===== config.mk =====
export PLATFORM = sky130hd
export DESIGN_NAME = uart_rx_oversample
export DESIGN_NICKNAME = d
export VERILOG_FILES = /design/src/rtl/uart_rx_oversample.sv
export SDC_FILE = /design/constraint.sdc
export NUM_CORES = 1
export LEC_CHECK = 0
export BUFFER_PORTS_ARGS = -buffer_cell sky130_fd_sc_hd__clkbuf_2
export CAP_MARGIN = 0
export CORE_UTILIZATION = 31
export DETAILED_ROUTE_END_ITERATION = 16
export PLACE_DENSITY_LB_ADDON = 0.3
export SKIP_LAST_GASP = 1
export SLEW_MARGIN = 20
export SYNTH_ARGS = -nofsm -noshare
export SYNTH_HDL_FRONTEND = slang
export SYNTH_SLANG_ARGS = --single-unit
export TNS_END_PERCENT = 30

===== constraint.sdc =====
create_clock -name clk -period 2.5 [get_ports clk]
set_input_delay 0.375 -clock clk [delete_from_list [all_inputs] [get_ports clk]]
set_output_delay 0.375 -clock clk [all_outputs]
set_load 0.02 [all_outputs]

===== src/rtl/uart_rx_oversample.sv =====
// UART receiver, 8N1, LSB first, with a 2-flop input synchronizer and a
// 3-sample majority filter. Start bit is confirmed at mid-bit; data and stop
// bits are sampled one bit period apart from there.
`timescale 1ns/1ps
module uart_rx_oversample #(
  parameter int unsigned BAUD = 868  // clk cycles per serial bit, 8..65535
) (
  input  logic       clk,
  input  logic       rstn,
  input  logic       rxd,
  output logic       flag,
  output logic [7:0] data,
  output logic       frame_err,
  output logic       busy
);

  typedef enum logic [2:0] {
    IDLE  = 3'd0,
    START = 3'd1,
    DATA  = 3'd2,
    STOP  = 3'd3,
    BREAK = 3'd4
  } state_t;

  localparam logic [15:0] HALF_LAST = 16'(BAUD / 2 - 1);
  localparam logic [15:0] FULL_LAST = 16'(BAUD - 1);

  logic       rxd_meta;
  logic       rxd_s;
  logic [2:0] hist;
  logic       sample;

  state_t      state, state_n;
  logic [15:0] cnt, cnt_n;
  logic [2:0]  bi, bi_n;
  logic [7:0]  shreg, shreg_n;
  logic [7:0]  data_n;
  logic        flag_n, err_n;

  // Synchronize the line and keep a short history for the majority vote.
  // Everything resets to the idle (high) line level so a reset never looks
  // like a start bit.
  // NOTE: sequential state uses non-blocking assignments so every flop
  // samples the pre-edge value of its neighbours, regardless of block order.
  always_ff @(posedge clk or negedge rstn) begin
    if (!rstn) begin
      rxd_meta <= 1'b1;
      rxd_s    <= 1'b1;
      hist     <= 3'b111;
    end else begin
      rxd_meta <= rxd;
      rxd_s    <= rxd_meta;
      hist     <= {hist[1:0], rxd_s};
    end
  end

  // Majority of the three most recent synchronized samples; a single-cycle
  // glitch can never outvote the other two.
  assign sample = (hist[0] & hist[1]) | (hist[0] & hist[2]) | (hist[1] & hist[2]);

  // State, counters and registered outputs.
  always_ff @(posedge clk or negedge rstn) begin
    if (!rstn) begin
      state     <= IDLE;
      cnt       <= '0;
      bi        <= '0;
      shreg     <= '0;
      data      <= 8'h00;
      flag      <= 1'b0;
      frame_err <= 1'b0;
    end else begin
      state     <= state_n;
      cnt       <= cnt_n;
      bi        <= bi_n;
      shreg     <= shreg_n;
      data      <= data_n;
      flag      <= flag_n;
      frame_err <= err_n;
    end
  end

  // Next-state and datapath logic. cnt is cleared on every transition so it
  // always counts from the start of the current phase and never wraps.
  // NOTE: every variable gets a default first so no path leaves one
  // unassigned, which would otherwise infer a latch.
  always_comb begin
    state_n = state;
    cnt_n   = cnt;
    bi_n    = bi;
    shreg_n = shreg;
    data_n  = data;
    flag_n  = 1'b0;
    err_n   = 1'b0;
    case (state)
      IDLE: begin
        if (!rxd_s) begin
          state_n = START;
          cnt_n   = '0;
        end
      end
      START: begin
        if (cnt == HALF_LAST) begin
          cnt_n = '0;
          if (sample) begin
            state_n = IDLE;  // false start: line went back high before mid-bit
          end else begin
            state_n = DATA;
            bi_n    = '0;
          end
        end else begin
          cnt_n = cnt + 16'd1;
        end
      end
      DATA: begin
        if (cnt == FULL_LAST) begin
          cnt_n   = '0;
          shreg_n = {sample, shreg[7:1]};  // LSB arrives first
          bi_n    = bi + 3'd1;
          if (bi == 3'd7) state_n = STOP;
        end else begin
          cnt_n = cnt + 16'd1;
        end
      end
      STOP: begin
        // Leaving at mid-stop-bit gives half a bit of slack before the next
        // start bit, so back-to-back frames are never missed.
        if (cnt == FULL_LAST) begin
          cnt_n = '0;
          if (sample) begin
            data_n  = shreg;
            flag_n  = 1'b1;
            state_n = IDLE;
          end else begin
            err_n   = 1'b1;
            state_n = BREAK;
          end
        end else begin
          cnt_n = cnt + 16'd1;
        end
      end
      BREAK: begin
        // Wait out a held-low line so it is not mistaken for a start bit.
        if (rxd_s) begin
          state_n = IDLE;
          cnt_n   = '0;
        end
      end
      default: begin
        state_n = IDLE;
        cnt_n   = '0;
      end
    endcase
  end

  assign busy = (state != IDLE);

endmodule


==> impl_metrics.env <==
export IMPL_outcome="finished clean"
export IMPL_first_pass_iters=4
export IMPL_p_comb_share_pct=1.9
export IMPL_rows=30
export IMPL_fill_cells=677
export IMPL_drv_slew=0
export IMPL_clk_pin_slew_worst_paths_ns=0.09
export IMPL_antenna_found_initial=0
export IMPL_grtUsageTotal_pct=12.3
export IMPL_drc=0
export IMPL_crit_slowest_cell="or4bb_4"
export IMPL_synth_commonest_cells="40 x dfrtp_1, 15 x nand2_1, 13 x nor2_1, 12 x nand3_1, 9 x o21ai_0"
export IMPL_n_antenna_cell=0
export IMPL_portBuffers=13
export IMPL_finClkSkew_ns=0.00928
export IMPL_p_seq_share_pct=60.6
export IMPL_initial_utilization_pct=32.1
export IMPL_min_period_ns=2.40
export IMPL_p_switching_w=0.000279
export IMPL_yosysWarningCount=0
export IMPL_cts_buffer_depth=2
export IMPL_setup_viol=0
export IMPL_worst_pin_slew_ns=0.562
export IMPL_hp_class="input port to async pin"
export IMPL_regArea_um2=1130
export IMPL_path_cells="ha_2, or4bb_4, nor4_4, buf_4, a31oi_1, or3_4, mux2_4"
export IMPL_netlist_area_um2=2180
export IMPL_crit_type="register to register"
export IMPL_place_gp_congestion=0.724
export IMPL_clockPowerShare_pct=37.6
export IMPL_crit_path_end_kind="register"
export IMPL_cts_tree="done"
export IMPL_drive_gt1_share_pct=30.3
export IMPL_grt_max_degree=46
export IMPL_synth_seq_cells=45
export IMPL_fin_setup_tns_ns=0
export IMPL_setup_slack_ns=0.105
export IMPL_syn_instance_count=191
export IMPL_leakagePower_nw=1.15
export IMPL_numCtsBuffers=5
export IMPL_multi_input_area_um2=970
export IMPL_syn_area_per_cell_um2=11.4
export IMPL_syn_to_final_growth_pct=15.2
export IMPL_synth_enable_flop_cells=0
export IMPL_clockRootBuffer="clkbuf_8"
export IMPL_synth_most_common_cell="dfrtp_1"
export IMPL_yosysUniqueCellTypes=47
export IMPL_fin_nets=224
export IMPL_synth_area_leaders="dfrtp_1 46%, dfstp_2 6.0%, mux2_4 5.5%, mux2_2 3.6%, nand3_1 2.8%"
export IMPL_grt_overflow=0
export IMPL_crit_path_start_kind="register"
export IMPL_powerDensity_nw_per_um2=485
export IMPL_num_vias=1491
export IMPL_fp_dieH_um=85.8
export IMPL_slew_limit_headroom_pct=62.5
export IMPL_fmax_ghz=0.417
export IMPL_yosysTopAreaCell="dfrtp_1"
export IMPL_insertion_delay_ns=0.30
export IMPL_io_pins=14
export IMPL_wl_per_cell_um=12.5
export IMPL_vdd_drop_max_mv=0.161
export IMPL_utilization_pct=36.9
export IMPL_switching_share_pct=23.0
export IMPL_core_area_um2=6790
export IMPL_drt_wl_total_um=3930
export IMPL_dieArea_um2=7370
export IMPL_grt_pass1_vias=1455
export IMPL_worst_path_max_fanout=4
export IMPL_intPower_w=0.000937
export IMPL_place_hpwl_um=2680
export IMPL_pre_cts_slack_ns=0.0323
export IMPL_power_w=0.00122
export IMPL_maxCapViolCount=0
export IMPL_viasPerCell=4.75
export IMPL_yosysSeqAreaShare_pct=52.0
export IMPL_fp_dieW_um=85.8
export IMPL_syn_nets=198
export IMPL_ys_async_sr_fraction_pct=100
export IMPL_finalHoldViolCount=0
export IMPL_drt_initial_drc_count=52
export IMPL_crit_path_max_incr_delay_ns=0.53
export IMPL_period_share_pct=95.8
export IMPL_cts_hold_buf=0
export IMPL_cp_data_required_time_ns=2.69
export IMPL_clock_sinks=45
export IMPL_ant_nets=0
export IMPL_grt_pass1_wl_um=6990
export IMPL_synthFlopType="dfrtp_1"
export IMPL_htreeDepth=2
export IMPL_yosysTopAreaCellShare_pct=46.0
export IMPL_arrival_ns=2.59
power groups by stage:
stage | logic, W | registers [W] | clock network (W)
2_1_floorplan | 0.00000548 | 0.000751 | 0
3_3_place_gp | 0.0000243 | 0.000751 | 0
3_5_place_dp | 0.0000242 | 0.000751 | 0
4_1_cts | 0.0000243 | 0.000737 | 0.000482
5_1_grt | 0.0000269 | 0.000738 | 0.000505
6_report | 0.0000228 | 0.000737 | 0.000457
cells in the final DEF, fill, tap and decap left out, drive strengths merged, types with 3 or more instances in the layout:
| cell | instances |
|---|---|
| clkinv | 3 |
| nor4 | 4 |
| inv | 7 |
| a31oi | 4 |
| dfrtp | 40 |
| clkbuf | 18 |
| nand3 | 13 |
| o21ai | 9 |
| buf | 14 |
| nand2 | 15 |
| a21oi | 7 |
| or3 | 8 |
| ha | 4 |
| nor3 | 4 |
| mux2 | 17 |
| a22o | 5 |
| nor2 | 13 |
| dfstp | 5 |
critical path, delay by kind of cell (launching register included):
| kind | cells | cell delay (ns) |
|---|---|---|
| mux | 1 | 0.26 |
| flops | 1 | 0.37 |
| fa+ha+maj | 1 | 0.18 |
| compound gates | 1 | 0.08 |
| simple gates | 3 | 1.23 |
| buf+inv | 1 | 0.17 |
what timing repair did:
| action | in CTS | in global routing |
|---|---|---|
| resized for setup | 0 | 2 |
| endpoints found under the setup margin | 0 | 14 |
| setup buffers | 0 | 4 |
per-stage QoR:
step	instances	area (um2)	hold slack, ns
finish	314	2510	0.141
floorplan	191	2180	0.0794
global route	314	2510	0.136
detailed placement	302	2380	0.347
CTS	310	2470	0.134
global placement	302	2380	0.346
registers in the layout, summed over array words and instances, names as in the netlist:
signal     cells
frame_err      1
data           8
bi             3
hist           3
shreg          8
state          3
flag           1
rxd_s          1
cnt           16
rxd_meta       1
final cells by class:
cell class	count	area share [%]
Sequential cell	45	45.1
Inverter	7	1.05
Clock buffer	5	2.74
Multi-Input combinational cell	131	38.6
Timing Repair Buffer	27	6.78
Clock inverter	3	0.897
Tap cell	96	4.79
layer usage:
| layer | vias up | global-route usage (%) | routed length (um) |
|---|---|---|---|
| li1 | 740 | - | - |
| met1 | 733 | 16.4 | 1940 |
| met2 | 13 | 18.9 | 1830 |
| met3 | 5 | 3.18 | 90 |
| met4 | 0 | 5.45 | 66 |
| met5 | - | 0 | 0 |
cells by family (layout without fill, tap and decap cells):
kind of cell | count (synthesis) | in the layout | synth area share (%)
AND/OR/NAND/NOR | 72 | 72 | 20.0
flip-flops | 45 | 45 | 52.0
AO/OA/AOI/OAI | 35 | 35 | 10.5
multiplexers | 17 | 17 | 10.2
buffers and inverters | 15 | 42 | 3.79
adder cells (fa/ha/maj) | 5 | 5 | 2.76
XOR/XNOR | 2 | 2 | 0.804
worst paths after layout:
| path | start | to | slack, ns | cells past startpoint |
|---|---|---|---|---|
| max in group asynchronous | rstn | rxd_meta | 1.97 | 2 |
| min in group clk | rxd | rxd_meta | 0.15 | 1 |
| setup / recovery | cnt[0] | bi[0] | 0.10 | 7 |
| hold / removal | rstn | shreg[2] | 0.14 | 2 |
| setup reg to reg | cnt[0] | bi[0] | 0.10 | 7 |
| hold reg to reg | rxd_meta | rxd_s | 0.35 | 0 |
(Power assumes the default switching activity.)
